==> config.mk <==
export PLATFORM = sky130hd
export DESIGN_NAME = fifo_param
export DESIGN_NICKNAME = d
export VERILOG_FILES = /design/src/rtl/fifo_param.sv
export SDC_FILE = /design/constraint.sdc
export NUM_CORES = 1
export LEC_CHECK = 0
export ABC_AREA = 1
export CORE_ASPECT_RATIO = 1.4
export CORE_MARGIN = 2
export CORE_UTILIZATION = 50
export DETAILED_ROUTE_END_ITERATION = 10
export MAX_ROUTING_LAYER = met4
export PLACE_DENSITY = 0.8
export SLEW_MARGIN = 10
export SYNTH_ARGS = -nofsm -noshare
export SYNTH_HDL_FRONTEND = slang
export SYNTH_SLANG_ARGS = --single-unit
==> constraint.sdc <==
create_clock -name clk -period 3.2 [get_ports clk]
set_input_delay 0.32 -clock clk [delete_from_list [all_inputs] [get_ports clk]]
set_output_delay 0.32 -clock clk [all_outputs]
set_load 0.01 [all_outputs]
==> src/rtl/fifo_param.sv <==
// ============================================================================
// Module  : fifo_param
// Brief   : Parametrised synchronous FIFO with level, almost flags and sticky
//           error flags. Define FIFO_PARAM_FWFT_EN for first-word-fall-through.
// Revision: 1.0 - initial release
// ============================================================================
`default_nettype none

module fifo_param #(
  parameter int WIDTH    = 8,
  parameter int DEPTH    = 4,
  parameter int AE_LEVEL = 1,
  parameter int AF_LEVEL = 3
) (
  input  logic                       clk,
  input  logic                       rst,
  input  logic                       n_wr,
  input  logic                       n_rd,
  input  logic [WIDTH-1:0]           port_in,
  output logic [WIDTH-1:0]           port_out,
  output logic                       n_empty,
  output logic                       n_full,
  output logic                       n_aempty,
  output logic                       n_afull,
  output logic [$clog2(DEPTH):0]     level,
  output logic                       ovf,
  output logic                       udf
);

  localparam int PW = $clog2(DEPTH);
  localparam int LW = PW + 1;
  localparam logic [LW-1:0] DEPTH_LV = LW'(DEPTH);
  localparam logic [LW-1:0] AE_LV    = LW'(AE_LEVEL);
  localparam logic [LW-1:0] AF_LV    = LW'(AF_LEVEL);

  logic [WIDTH-1:0] mem [DEPTH];
  logic [PW-1:0]    rp;
  logic [PW-1:0]    wp;
  logic             wr_ok;
  logic             rd_ok;

  // A write into a full FIFO is still accepted when a read frees the head slot.
  always_comb begin
    rd_ok = !n_rd && (level != '0);
    wr_ok = !n_wr && ((level != DEPTH_LV) || rd_ok);
  end

  always_ff @(posedge clk) begin
    if (!rst && wr_ok) begin
      mem[wp] <= port_in;
    end
  end

  always_ff @(posedge clk) begin
    if (rst) begin
      rp    <= '0;
      wp    <= '0;
      level <= '0;
      ovf   <= 1'b0;
      udf   <= 1'b0;
    end else begin
      if (wr_ok) begin
        wp <= wp + 1'b1;
      end
      if (rd_ok) begin
        rp <= rp + 1'b1;
      end
      case ({wr_ok, rd_ok})
        2'b10:   level <= level + 1'b1;
        2'b01:   level <= level - 1'b1;
        default: level <= level;
      endcase
      if (!n_wr && !wr_ok) begin
        ovf <= 1'b1;
      end
      if (!n_rd && !rd_ok) begin
        udf <= 1'b1;
      end
    end
  end

`ifdef FIFO_PARAM_FWFT_EN
  assign port_out = (level != '0) ? mem[rp] : '0;
`else
  always_ff @(posedge clk) begin
    if (rst) begin
      port_out <= '0;
    end else if (rd_ok) begin
      port_out <= mem[rp];
    end
  end
`endif

  // Flags decode the level register only, so strobes never reach them combinationally.
  assign n_empty  = (level != '0);
  assign n_full   = (level != DEPTH_LV);
  assign n_aempty = (level > AE_LV);
  assign n_afull  = (level < AF_LV);

endmodule

`default_nettype wire
### After elaboration in Yosys (flattened, before gate mapping)

Memories as Yosys holds them, arrays and structs flattened. A register that Yosys moved wholly into a read port is not among the register bits.
Index checks and enable logic that the tools add are counted.

* $add $sub $neg: 4
* magnitude comparators: 2
* equality and inequality tests: 3
* mux-type cells: 3
* reduce and logical (&&, ||, !) cells: 13

Operators by type and width (number)
* $pmux W3 S2: 1
* $logic_and A1 B1 Y1: 5
* $logic_not A1 Y1: 5
* $add A2 B1 Y2 const B: 2
* $add A3 B1 Y3 const B: 1
* $gt A3 B1 Y1 const B: 1
* $lt A3 B2 Y1 const B: 1
* $ne A3 B3 Y1 const B: 1
* $reduce_bool A3 Y1: 1
* $sub A3 B1 Y3 const B: 1
* $eq A2 B1 Y1 const B: 1
* $eq A2 B2 Y1 const B: 1
* $mux W1: 2
* $reduce_bool A2 Y1: 1
* $logic_or A1 B1 Y1: 1

* bits in registers: 9
* RAM bits: 32
* bits of input ports: 12
* output and inout port bits: 17
* memories: 1

Memories
* mem: depth 4, width 8, read ports 1, clocked after Yosys merged registers in 1, write ports 1, line 36 `logic [WIDTH-1:0] mem [DEPTH];`

### Logic depth before layout (Yosys ltp)

* depth in word-level cells: 7
* depth in mapped cells: 8
* depth with buffers taken out: 8

### Worst setup path before layout

Ideal clock, no wire load.

* kind: reg2reg
* start: register level[0]
* end: memory mem[0][0] (enable)
* library setup time: 0.371 ns
* arrival time: 1.619 ns
* data required time: 2.829 ns
* slack: 1.210 ns
* cell stages (with the launch flop): 8
* path buffers: 0
* period minus slack after synthesis: 1.990 ns
* path through: dfxtp_1 > inv_1 > ha_1 > nand3_1 > nand2_1 > inv_1 > nand2_1 > nor2_1

* cells in the longest elaborated chain, start to end: 7
* elaborated cells between the ends (all ways): 8
* those cells by class: eq/ne: 1; mux: 2; reduce/logical: 5

Ends and longest elaborated chain
* start: declaration: line 25 `output logic [$clog2(DEPTH):0] level,`
* start signal: assignment: line 69 `2'b10: level <= level + 1'b1;`
* start signal: assignment: line 70 `2'b01: level <= level - 1'b1;`
* start signal: assignment: line 71 `default: level <= level;`
* $reduce_bool A3 Y1: line 44 `rd_ok = !n_rd && (level != '0);`
* $logic_and A1 B1 Y1: line 44
* $logic_or A1 B1 Y1 *: line 45 `wr_ok = !n_wr && ((level != DEPTH_LV) || rd_ok);`
* $logic_and A1 B1 Y1 *: line 45
* $logic_and A1 B1 Y1 *: line 49 `if (!rst && wr_ok) begin`
* $mux W1 *: line 49
* $mux W1 (not written as such) *: line 50 `mem[wp] <= port_in;`
* end: declaration: line 36

Every way passes the cells marked *; elsewhere a longest branch is shown, timed or not.

### Worst setup path after layout

* start: register level[0]
* end: memory mem[0][1] (enable)

The elaborated chain is that of the path after synthesis.

==> impl_metrics.py <==
metrics = {
    "drt": {
        "drcViolationCount": 0,
        "drt-initial-drc-count": 123,
        "ant_nets": 0,
        "wl_met1_mm": 1.72,
        "drtPass1Iterations": 4,
        "wl_per_cell_um": 13.9,
        "num_vias": 1515,
        "wl_met3_um": 154,
        "viasPerCell": 5.14,
        "top_layer_used": "met4",
        "wl_met2_mm": 2.16,
        "wirelength_mm": 4.12,
    },
    "sta": {
        "slew_headroom_pct": 59.2,
        "setup_ws_ps": 985,
        "final-max-slew-violation-count": 0,
        "layout_min_cycle_time_ps": 2210,
        "tns_ps": 0,
        "final-setup-viol-count": 0,
        "rsz0062_at_grt": "no",
        "fin_skew_ps": 10.5,
        "tightest_slew_ps": 609,
        "max_freq_mhz": 452,
        "final_hold_viol_count": 0,
        "period_share_pct": 69.2,
    },
    "clock_network": {
        "clock_latency_ps": 310,
        "cts_num_sinks": 49,
        "root_buffer": "clkbuf_8",
        "postCtsSetupBuffers": 0,
        "clk_pin_slew_ps": 100,
        "cts_resized": 0,
        "htreeDepth": 2,
        "hold_buffers": 0,
        "cts_made_buffers": 5,
        "clock_path_buffers": 2,
        "cts_tree": "built",
    },
    "placed_design": {
        "dp.cells": 287,
        "dpl.hpwl_mm": 3.07,
        "place_ws_ps": 902,
        "finalWeightedCongestion": 0.841,
        "numPortBuffers": 28,
    },
    "synth": {
        "yosysWarnings": 0,
        "synth_flop_cell": "edfxtp_1",
        "synth_area_leaders": "edfxtp_1 45%, dfxtp_1 16%, nor2_1 11%, ha_1 4.7%, o21ai_0 4.5%",
        "async_flop_share_pct": 0,
        "synth_edf_count": 32,
        "syn-instance-count": 221,
        "ys_ff_latch": 49,
        "ys_types": 24,
        "syn_area_mm2": 0.00213,
        "syn_nets": 241,
        "yosys-top-cells-count": "64 x nor2_1, 32 x edfxtp_1, 22 x inv_1, 19 x nand2_1, 19 x o21ai_0",
        "yosys.area.top_type": "edfxtp_1",
        "yosysMostFrequentCell": "nor2_1",
        "synth_top_area_share_pct": 45.1,
        "yosysSeqAreaShare_pct": 61.0,
        "syn_area_per_cell_um2": 9.65,
    },
    "power": {
        "p_leak_nw": 1.01,
        "seqPwrFrac_pct": 49.9,
        "powerDensity_mw_per_mm2": 615,
        "p_int_mw": 1.07,
        "peakVddDrop_v": 0.000337,
        "sw_frac_of_total_pct": 31.2,
        "switchingPower_uw": 482,
        "p_clk_share_pct": 25.1,
        "pwr-share-comb_pct": 25.0,
    },
    "global_route": {
        "grt_pass1_vias": 1456,
        "grt_pass1_wl_mm": 6.74,
        "grt-ovfl-total": 0,
        "grt_antenna_before_repair": 0,
        "grt_use_total_pct": 20.2,
        "grt_max_degree": 19,
    },
    "critical_path": {
        "worst-r2r-cell-count": 7,
        "crit_end": "mem[0][1]$_DFFE_PP_",
        "cp.required_ps": 3140,
        "crit_fanout": 8,
        "reg2reg_from": "level[0]$_SDFFE_PP0P_",
        "end_kind": "flip-flop",
        "startpoint": "level[0]$_SDFFE_PP0P_",
        "r2r-end": "mem[0][1]$_DFFE_PP_",
        "slowest_delay_ps": 500,
        "reg2reg_slack_ps": 990,
        "criticalPathCategory": "flip-flop to flip-flop",
        "path_cells": "inv_1, ha_1, nand3_1, nand2_1, inv_1, nand2_1, nor2_1",
        "crit_path_top_delay_cell": "nor2_1",
        "critPathLaunchType": "flip-flop",
        "crit_arrival_ps": 2160,
    },
    "die": {
        "fp.coreArea_mm2": 0.00417,
        "core.rowCount": 28,
        "die_w_um": 59.2,
        "dieHeight_um": 81.3,
        "io_pins": 29,
        "dieArea_mm2": 0.00481,
        "initial_core_util_pct": 51.1,
    },
    "finish": {
        "layoutNonFillerInstCount": 295,
        "fin_nets": 269,
        "layout-drive-gt1-share_pct": 5.60,
        "num_antenna_cells": 0,
        "area_delta_synth_final_pct": 18.0,
    },
    "status": {
        "status": "complete, no violations",
    },
    "flow_run": {
        "maxCapViolations": 0,
    },
    "worst_hold_path": {
        "hold_path_class": "flip-flop to flip-flop",
    },
}
power groups by stage:
stage	Clock, mW	Sequential [mW]	Combinational (mW)
detailed placement	0	0.787	0.387
global placement	0	0.786	0.384
floorplan	0	0.778	0.249
finish	0.389	0.772	0.386
global route	0.422	0.781	0.440
CTS	0.396	0.773	0.391
metal layers:
metal / global-route usage, % / vias up
li1: - / 772
met1: 24.2 / 690
met2: 33.6 / 46
met3: 3.34 / 7
met4: 7.73 / 0
met5: - / -
kinds of logic (layout without fill, tap and decap cells):
group,Yosys count,in the layout,synth area share [%]
compound gates,27,27,6.98
xor+xnor,2,2,0.822
fa+ha+maj,8,8,4.70
buf+inv,32,61,6.92
flops,49,49,61.0
simple gates,103,103,19.5
layout by cell type (no fill, tap or decap), drive strengths merged:
cell           instances
clkbuf                 5
nand3                 15
dfxtp                 17
ha                     8
xnor2                  2
o21ai                 21
nand2                 20
edfxtp                32
nor3                   1
inv                   26
a21oi                  5
clkdlybuf4s50         28
nor2                  66
clkinv                 2
o21a                   1
nand4                  1
worst min path at each step:
stage	startpoint	to	slack [ps]	depth (start not counted)
finish	udf$_SDFFE_PP0P_	udf$_SDFFE_PP0P_	470	1
global route	udf$_SDFFE_PP0P_	udf$_SDFFE_PP0P_	510	1
CTS	udf$_SDFFE_PP0P_	udf$_SDFFE_PP0P_	480	1
detailed placement	udf$_SDFFE_PP0P_	udf$_SDFFE_PP0P_	450	1
global placement	ovf$_SDFFE_PP0P_	ovf$_SDFFE_PP0P_	450	2
floorplan	port_in[0]	mem[0][0]$_DFFE_PP_	420	0
worst max-delay path: cells and delay by family (launching register included):
family	cells	cell delay, ps
adders and majority gates	1	290
and+or+nand+nor	4	910
buffers and inverters	2	230
DFF	1	420
layout make-up:
| cell class | count | area [um^2] |
|---|---|---|
| clock buffers | 5 | 68.8 |
| clock inverters | 3 | 28.8 |
| well taps | 45 | 56.3 |
| repair buffers | 28 | 280 |
| multi-input cells | 140 | 683 |
| inverters | 25 | 96.3 |
| fillers | 357 | 1650 |
| flip-flops and latches | 49 | 1300 |
state kept, by name (all words and copies together), names as in the netlist:
name and count:
level 3, mem 32, ovf 1, port_out 8, rp 2, udf 1, wp 2
stage by stage:
stage               hold slack, ps  instance area, um^2  utilization, %  power (mW)
detailed placement             454                 2420            58.0        1.17
floorplan                      419                 2130               -        1.03
global route                   511                 2510            60.3        1.64
global placement               450                 2420            58.0        1.17
CTS                            478                 2510            60.3        1.56
finish                         474                 2510            60.3        1.55
Note: power is estimated with default switching activity, not from simulation.
